==> config.mk <==
export PLATFORM = sky130hd
export DESIGN_NAME = vipitc_hv_position_counter_flat
export DESIGN_NICKNAME = d
export VERILOG_FILES = /design/src/rtl/vipitc_hv_position_counter_if.sv /design/src/rtl/vipitc_hv_position_counter.sv /design/src/flat_wrapper.sv
export SDC_FILE = /design/constraint.sdc
export NUM_CORES = 1
export LEC_CHECK = 0
export ABC_AREA = 1
export BUFFER_PORTS_ARGS = -buffer_cell sky130_fd_sc_hd__buf_2
export CAP_MARGIN = 5
export CORE_MARGIN = 1
export CORE_UTILIZATION = 30
export CTS_CLUSTER_DIAMETER = 30
export CTS_CLUSTER_SIZE = 30
export DETAILED_ROUTE_END_ITERATION = 12
export GPL_ROUTABILITY_DRIVEN = 0
export PLACE_DENSITY_LB_ADDON = 0.2
export REMOVE_ABC_BUFFERS = 1
export SYNTH_ARGS = -nofsm -noshare
export SYNTH_HDL_FRONTEND = slang
export SYNTH_SLANG_ARGS = --single-unit
==> constraint.sdc <==
create_clock -name clk -period 1.5 [get_ports clk]
set_input_delay 0.15 -clock clk [delete_from_list [all_inputs] [get_ports clk]]
set_output_delay 0.15 -clock clk [all_outputs]
set_load 0.05 [all_outputs]
==> src/rtl/vipitc_hv_position_counter_if.sv <==
// rtl/vipitc_hv_position_counter_if.sv - control and raster decode signals of the h/v position counter
interface vipitc_hv_position_counter_if #(
   parameter int H_WIDTH = 12,
   parameter int V_WIDTH = 11
);
   logic               sclr;
   logic               count_sample;
   logic               frame_ready;
   logic               sample_valid;
   logic [H_WIDTH-1:0] h_pos;
   logic [V_WIDTH-1:0] v_pos;
   logic               active_video;
   logic               h_sync;
   logic               v_sync;
   logic               start_of_line;
   logic               start_of_frame;
   logic               frame_wait;

   modport master (
      output sclr, count_sample, frame_ready,
      input  sample_valid, h_pos, v_pos, active_video, h_sync, v_sync,
             start_of_line, start_of_frame, frame_wait
   );

   modport slave (
      input  sclr, count_sample, frame_ready,
      output sample_valid, h_pos, v_pos, active_video, h_sync, v_sync,
             start_of_line, start_of_frame, frame_wait
   );
endinterface

==> src/rtl/vipitc_hv_position_counter.sv <==
// rtl/vipitc_hv_position_counter.sv - raster h/v position generator with registered sync/active decode
// Optional frame lock (WAIT state gated by frame_ready) enabled by VIPITC_HV_FRAME_LOCK_EN.
module vipitc_hv_position_counter #(
   parameter int H_ACTIVE        = 1920,
   parameter int H_FRONT         = 88,
   parameter int H_SYNC          = 44,
   parameter int H_BACK          = 148,
   parameter int V_ACTIVE        = 1080,
   parameter int V_FRONT         = 4,
   parameter int V_SYNC          = 5,
   parameter int V_BACK          = 36,
   parameter int H_WIDTH         = 12,
   parameter int V_WIDTH         = 11,
   parameter int SYNC_ACTIVE_LOW = 0
) (
   input logic clk,
   input logic rst,
   vipitc_hv_position_counter_if.slave bus
);
   localparam int H_TOTAL = H_ACTIVE + H_FRONT + H_SYNC + H_BACK;
   localparam int V_TOTAL = V_ACTIVE + V_FRONT + V_SYNC + V_BACK;

   localparam logic [H_WIDTH-1:0] H_LAST     = H_WIDTH'(H_TOTAL - 1);
   localparam logic [H_WIDTH-1:0] H_ACT_END  = H_WIDTH'(H_ACTIVE);
   localparam logic [H_WIDTH-1:0] H_SYNC_BEG = H_WIDTH'(H_ACTIVE + H_FRONT);
   localparam logic [H_WIDTH-1:0] H_SYNC_END = H_WIDTH'(H_ACTIVE + H_FRONT + H_SYNC);
   localparam logic [V_WIDTH-1:0] V_LAST     = V_WIDTH'(V_TOTAL - 1);
   localparam logic [V_WIDTH-1:0] V_ACT_END  = V_WIDTH'(V_ACTIVE);
   localparam logic [V_WIDTH-1:0] V_SYNC_BEG = V_WIDTH'(V_ACTIVE + V_FRONT);
   localparam logic [V_WIDTH-1:0] V_SYNC_END = V_WIDTH'(V_ACTIVE + V_FRONT + V_SYNC);
   localparam logic               SYNC_OFF   = (SYNC_ACTIVE_LOW != 0);

   localparam logic [0:0] ST_RUN  = 1'b0;
   localparam logic [0:0] ST_WAIT = 1'b1;

   logic [0:0]         state;
   logic [H_WIDTH-1:0] hc;
   logic [V_WIDTH-1:0] vc;
   logic               accept;
   logic               frame_last;

   logic               sample_valid_q;
   logic [H_WIDTH-1:0] h_pos_q;
   logic [V_WIDTH-1:0] v_pos_q;
   logic               active_video_q;
   logic               h_sync_q;
   logic               v_sync_q;
   logic               start_of_line_q;
   logic               start_of_frame_q;

   assign accept     = bus.count_sample && !bus.sclr && (state == ST_RUN);
   assign frame_last = (hc == H_LAST) && (vc == V_LAST);

`ifdef VIPITC_HV_FRAME_LOCK_EN
   // A frame only rolls straight into the next if frame_ready is seen on its last sample.
   always_ff @(posedge clk or posedge rst) begin
      if (rst) begin
         state <= ST_WAIT;
      end else if (bus.sclr) begin
         state <= ST_WAIT;
      end else if (state == ST_WAIT) begin
         if (bus.frame_ready) state <= ST_RUN;
      end else if (accept && frame_last && !bus.frame_ready) begin
         state <= ST_WAIT;
      end
   end
   assign bus.frame_wait = (state == ST_WAIT);
`else
   logic unused_frame_ready;
   assign unused_frame_ready = bus.frame_ready;
   assign state              = ST_RUN;
   assign bus.frame_wait     = 1'b0;
`endif

   always_ff @(posedge clk or posedge rst) begin
      if (rst) begin
         hc               <= '0;
         vc               <= '0;
         sample_valid_q   <= 1'b0;
         h_pos_q          <= '0;
         v_pos_q          <= '0;
         active_video_q   <= 1'b0;
         h_sync_q         <= SYNC_OFF;
         v_sync_q         <= SYNC_OFF;
         start_of_line_q  <= 1'b0;
         start_of_frame_q <= 1'b0;
      end else if (bus.sclr) begin
         hc               <= '0;
         vc               <= '0;
         sample_valid_q   <= 1'b0;
         h_pos_q          <= '0;
         v_pos_q          <= '0;
         active_video_q   <= 1'b0;
         h_sync_q         <= SYNC_OFF;
         v_sync_q         <= SYNC_OFF;
         start_of_line_q  <= 1'b0;
         start_of_frame_q <= 1'b0;
      end else begin
         // Strobe-qualified flags are single-cycle; everything else holds between strobes.
         sample_valid_q   <= accept;
         start_of_line_q  <= accept && (hc == '0);
         start_of_frame_q <= accept && (hc == '0) && (vc == '0);
         if (accept) begin
            h_pos_q        <= hc;
            v_pos_q        <= vc;
            active_video_q <= (hc < H_ACT_END) && (vc < V_ACT_END);
            h_sync_q       <= ((hc >= H_SYNC_BEG) && (hc < H_SYNC_END)) ^ SYNC_OFF;
            v_sync_q       <= ((vc >= V_SYNC_BEG) && (vc < V_SYNC_END)) ^ SYNC_OFF;
            if (hc == H_LAST) begin
               hc <= '0;
               vc <= (vc == V_LAST) ? '0 : vc + 1'b1;
            end else begin
               hc <= hc + 1'b1;
            end
         end
      end
   end

   assign bus.sample_valid   = sample_valid_q;
   assign bus.h_pos          = h_pos_q;
   assign bus.v_pos          = v_pos_q;
   assign bus.active_video   = active_video_q;
   assign bus.h_sync         = h_sync_q;
   assign bus.v_sync         = v_sync_q;
   assign bus.start_of_line  = start_of_line_q;
   assign bus.start_of_frame = start_of_frame_q;
endmodule
==> src/flat_wrapper.sv <==
// flat-port wrapper written by rule: the top's interface ports become plain ports
module vipitc_hv_position_counter_flat 
#(
   parameter int H_ACTIVE        = 1920,
   parameter int H_FRONT         = 88,
   parameter int H_SYNC          = 44,
   parameter int H_BACK          = 148,
   parameter int V_ACTIVE        = 1080,
   parameter int V_FRONT         = 4,
   parameter int V_SYNC          = 5,
   parameter int V_BACK          = 36,
   parameter int H_WIDTH         = 12,
   parameter int V_WIDTH         = 11,
   parameter int SYNC_ACTIVE_LOW = 0
)
  (clk, rst, bus_sclr, bus_count_sample, bus_frame_ready, bus_sample_valid, bus_h_pos, bus_v_pos, bus_active_video, bus_h_sync, bus_v_sync, bus_start_of_line, bus_start_of_frame, bus_frame_wait);
  vipitc_hv_position_counter_if #(.H_WIDTH(H_WIDTH), .V_WIDTH(V_WIDTH)) bus_i ();
  input logic clk;
  input logic rst;
  input wire logic [$bits(bus_i.sclr)-1:0] bus_sclr;
  input wire logic [$bits(bus_i.count_sample)-1:0] bus_count_sample;
  input wire logic [$bits(bus_i.frame_ready)-1:0] bus_frame_ready;
  output wire logic [$bits(bus_i.sample_valid)-1:0] bus_sample_valid;
  output wire logic [$bits(bus_i.h_pos)-1:0] bus_h_pos;
  output wire logic [$bits(bus_i.v_pos)-1:0] bus_v_pos;
  output wire logic [$bits(bus_i.active_video)-1:0] bus_active_video;
  output wire logic [$bits(bus_i.h_sync)-1:0] bus_h_sync;
  output wire logic [$bits(bus_i.v_sync)-1:0] bus_v_sync;
  output wire logic [$bits(bus_i.start_of_line)-1:0] bus_start_of_line;
  output wire logic [$bits(bus_i.start_of_frame)-1:0] bus_start_of_frame;
  output wire logic [$bits(bus_i.frame_wait)-1:0] bus_frame_wait;
  assign bus_i.sclr = bus_sclr;
  assign bus_i.count_sample = bus_count_sample;
  assign bus_i.frame_ready = bus_frame_ready;
  assign bus_sample_valid = bus_i.sample_valid;
  assign bus_h_pos = bus_i.h_pos;
  assign bus_v_pos = bus_i.v_pos;
  assign bus_active_video = bus_i.active_video;
  assign bus_h_sync = bus_i.h_sync;
  assign bus_v_sync = bus_i.v_sync;
  assign bus_start_of_line = bus_i.start_of_line;
  assign bus_start_of_frame = bus_i.start_of_frame;
  assign bus_frame_wait = bus_i.frame_wait;
  vipitc_hv_position_counter #(.H_ACTIVE(H_ACTIVE), .H_FRONT(H_FRONT), .H_SYNC(H_SYNC), .H_BACK(H_BACK), .V_ACTIVE(V_ACTIVE), .V_FRONT(V_FRONT), .V_SYNC(V_SYNC), .V_BACK(V_BACK), .H_WIDTH(H_WIDTH), .V_WIDTH(V_WIDTH), .SYNC_ACTIVE_LOW(SYNC_ACTIVE_LOW)) u_core (.clk(clk), .rst(rst), .bus(bus_i));
endmodule
==> metrics.csv <==
stage;metric;value;unit
run_status;outcome;finished with violations;
run_status;violations in the final reports;setup timing;
place;number of I/O port buffers;32;
sta;number of hold violations in the final report;0;
clock_tree;CTS H-tree lvls;2;
place;detailed placement HPWL;4599;um
floorplanning;DIE AREA;9230;um2
clock_tree;clock tree sinks;52;
clock_tree;clock slew at the register clock pins of the worst setup and hold paths;0.10;ns
critical_path;nature of the critical path startpoint;register;
routing;Antenna Violating Nets Remaining;0;
power;areal power density over the cells;924.1;nW/um2
hold_path;hold path startpoint;bus_count_sample;
hold_path;end point of the most critical hold path;u_core.bus.sample_valid$_DFF_PP0_;
clock_tree;clock tree from TritonCTS;built;
routing;routed wire length;6726;um
clock_tree;clk_lat worst skew;0.31;ns
routing;number of search-and-repair iterations in the first detailed-routing pass;4;
power;Worst VDD drop;0.3795;mV
routing;detail-routed net length per standard cell;14.13;um
synthesis;most common cell in the netlist;sky130_fd_sc_hd__nand2_1;
synthesis;share of synthesized flip-flops with an asynchronous set or reset;100.0;%
synthesis;fraction of synthesized cell area taken by the top area cell type;49.01;%
job;max-cap violations;0;
sta;count of endpoints failing setup in the final report;1;
global_routing;largest net degree at the start of global routing;34;
synthesis;Post-synth top flop;sky130_fd_sc_hd__dfrtp_1;
critical_path;required arrival time at the worst endpoint;1.71;ns
routing;vias per inst;4.765;
synthesis;most instantiated cells after synthesis;sky130_fd_sc_hd__nand2_1 (82), sky130_fd_sc_hd__dfrtp_1 (52), sky130_fd_sc_hd__inv_1 (32);
sta;TNS Setup;-0.003638;ns
sta;achievable frequency;665.1;MHz
synthesis;number of enable-type register cells in the synthesized netlist;0;
critical_path;Worst R2R Path Depth;9;
routing;Via Count;2268;
floorplanning;Initial Util;31.68;%
floorplanning;DIE WIDTH;96.08;um
synthesis;Mapped Area;2655;um2
synthesis;number of cells produced by synthesis;322;
routing;initial drt markers;96;
hold_path;HP Class;in2reg;
synthesis;synthesized flop and latch total;52;
critical_path;reg2reg setup slack;-0.004;ns
global_routing;initial antenna violation count;0;
place;pre-CTS worst setup slack;0.01275;ns
global_routing;via count of the first global-routing pass;2169;
critical_path;Worst Path Max Fanout;8;
critical_path;crit end category;register;
power;static leakage;1.580;nW
sta;Final Worst Setup Slack;-0.003638;ns
synthesis;sequential-to-total area share from yosys stat;49.01;%
final_layout;area grow syn2layout;24.27;%
sta;share of the cycle needed by the critical path after routing;100.2;%
sta;maximum clock skew at final layout;0.008331;ns
final_layout;fraction of layout cells with a size suffix above 1;30.19;%
global_routing;overall track demand over capacity in global routing;15.36;%
floorplanning;core outline area;8382;um2
routing;count of unresolved DRC violations after routing;0;
sta;final period demand of the worst path;1.504;ns
floorplanning;die boundary height;96.08;um
place;total placed cells including tap cells;460;
floorplanning;number of core rows;33;
hold_path;hold depth;3;
synthesis;number of unique standard cell types used by synthesis;31;
sta;unrepaired setup endpoints after global routing;true;
synthesis;per-instance average area after synthesis;8.245;um2
critical_path;Worst R2R End;u_core.vc[1]$_DFFE_PP0P_;
synthesis;cell accounting for the most synthesized area;sky130_fd_sc_hd__dfrtp_1;
global_routing;first-pass GRT wire length;10670;um
synthesis;Synth area leaders;sky130_fd_sc_hd__dfrtp_1 (49%), sky130_fd_sc_hd__nand2_1 (12%), sky130_fd_sc_hd__o21ai_0 (5.7%);
sta;final number of max-transition violations;0;
synthesis;count of yosys warnings during synthesis;0;
critical_path;Critical Setup Path Class;reg2reg;
clock_tree;Max Root-Sink Buffers;2;
final_layout;Fillers;896;
floorplanning;I/O Pins;35;
clock_tree;root buffer cell;sky130_fd_sc_hd__clkbuf_8;
final_layout;post-layout utilization of the core;39.36;%
critical_path;critical path arrival;1.71;ns
clock_tree;TritonCTS buffer count;5;
critical_path;R2R Path Start;u_core.hc[0]$_DFFE_PP0P_;
final_layout;Ant. Diodes;0;
global_routing;Overflow after GRT;0;
final_layout;net count of the finished layout;379;
final_layout;Finished Layout Cells;476;
[stage by stage]
step	power, mW	hold WS [ns]	cell area, um2
finish	3.049	0.1705	3299
global route	3.215	0.1678	3299
CTS	2.993	0.1627	3088
detailed placement	2.002	0.1946	2962
global placement	1.994	0.1932	2962
floorplan	1.835	0.2345	2565
[power by group]
part           leakage (nW)  internal, mW  switching (mW)  total (mW)
Sequential            0.714          1.46          0.0589        1.52
Combinational         0.811         0.194           0.355       0.548
Clock                0.0541         0.495           0.483       0.978
[layout by cell type (no fill, tap or decap), types with 3 or more instances in the layout]
cell type                  synthesis  layout
sky130_fd_sc_hd__dfrtp_1          52      50
sky130_fd_sc_hd__o21ai_0          30      27
sky130_fd_sc_hd__nand2_1          82      74
sky130_fd_sc_hd__nand2_4           1       5
sky130_fd_sc_hd__nor2_1           31      23
sky130_fd_sc_hd__nand2_2           4       8
sky130_fd_sc_hd__buf_6             2       3
sky130_fd_sc_hd__o21ai_2           4       5
sky130_fd_sc_hd__nand4_1           7       7
sky130_fd_sc_hd__inv_2             2       5
sky130_fd_sc_hd__xor2_1            9       9
sky130_fd_sc_hd__buf_2             3      32
sky130_fd_sc_hd__nor3_1            9       5
sky130_fd_sc_hd__buf_4             6      16
sky130_fd_sc_hd__inv_1            32      29
sky130_fd_sc_hd__nand3_1          22      21
sky130_fd_sc_hd__clkbuf_8          0       5
sky130_fd_sc_hd__nor3_2            5       8
sky130_fd_sc_hd__o21ai_1           1       3
sky130_fd_sc_hd__nor2_2            2      10
[worst max-delay path, stage by stage (launching register included)]
cell                      delay (ns)
sky130_fd_sc_hd__dfrtp_1        0.41
sky130_fd_sc_hd__ha_4           0.18
sky130_fd_sc_hd__buf_6          0.09
sky130_fd_sc_hd__nand2_2        0.05
sky130_fd_sc_hd__nor3_2         0.13
sky130_fd_sc_hd__nand3_2        0.13
sky130_fd_sc_hd__nand2_4        0.16
sky130_fd_sc_hd__nand2_8        0.12
sky130_fd_sc_hd__nand2_1        0.10
sky130_fd_sc_hd__o21ai_2        0.05
[per-layer routing]
metal | global-route usage (%) | share of wire [%]
met4 | 5.348 | 1.3
met1 | 21.74 | 49
met2 | 23.17 | 46
met3 | 3.081 | 4.2
met5 | 0 | 0
[final cells by class]
cell class / count / area, um2 / share of cell area, %
Sequential cell: 52 / 1304 / 39.51
Tap cell: 105 / 131.4 / 3.982
Clock inverter: 3 / 42.54 / 1.289
Timing Repair Buffer: 52 / 324.1 / 9.822
Clock buffer: 5 / 68.82 / 2.086
Multi-Input combinational cell: 225 / 1301 / 39.44
Inverter: 34 / 127.6 / 3.868
[worst max-delay path by stage]
| stage | from | endpoint |
|---|---|---|
| finish | u_core.hc[0]$_DFFE_PP0P_ | u_core.vc[1]$_DFFE_PP0P_ |
| global route | u_core.hc[0]$_DFFE_PP0P_ | u_core.hc[5]$_DFFE_PP0P_ |
| CTS | u_core.vc[0]$_DFFE_PP0P_ | u_core.vc[3]$_DFFE_PP0P_ |
| detailed placement | u_core.hc[0]$_DFFE_PP0P_ | u_core.vc[3]$_DFFE_PP0P_ |
| global placement | u_core.hc[0]$_DFFE_PP0P_ | u_core.vc[10]$_DFFE_PP0P_ |
| floorplan | rst | u_core.bus.active_video$_DFFE_PP0P_ |
[what timing repair did]
item | CTS | global route
hold endpoints to repair | 52 | 0
pin swaps | 0 | 10
endpoints found under the setup margin | 1 | 20
resized for setup | 1 | 44
hold buffers | 1 | 0
setup buffers | 0 | 5
gates cloned | 0 | 2
[registers in the layout, summed over array words and instances, names as in the netlist]
register and count:
u_core.bus.h_pos 12, u_core.hc 12, u_core.bus.v_pos 11, u_core.vc 11
u_core.bus.active_video 1, u_core.bus.h_sync 1, u_core.bus.sample_valid 1, u_core.bus.start_of_frame 1
u_core.bus.start_of_line 1, u_core.bus.v_sync 1
[logic make-up (layout without fill, tap and decap cells)]
| kind of cell | count (synthesis) | count (layout) | synth area share (%) |
|---|---|---|---|
| AND/OR/NAND/NOR | 168 | 170 | 28.94 |
| flip-flops | 52 | 52 | 49.01 |
| buffers and inverters | 47 | 94 | 8.200 |
| AO/OA/AOI/OAI | 41 | 41 | 8.859 |
| XOR/XNOR | 9 | 9 | 2.969 |
| adder cells (fa/ha/maj) | 4 | 4 | 1.885 |
| other | 1 | 1 | 0.1412 |
Note: power is estimated with default switching activity, not from simulation.
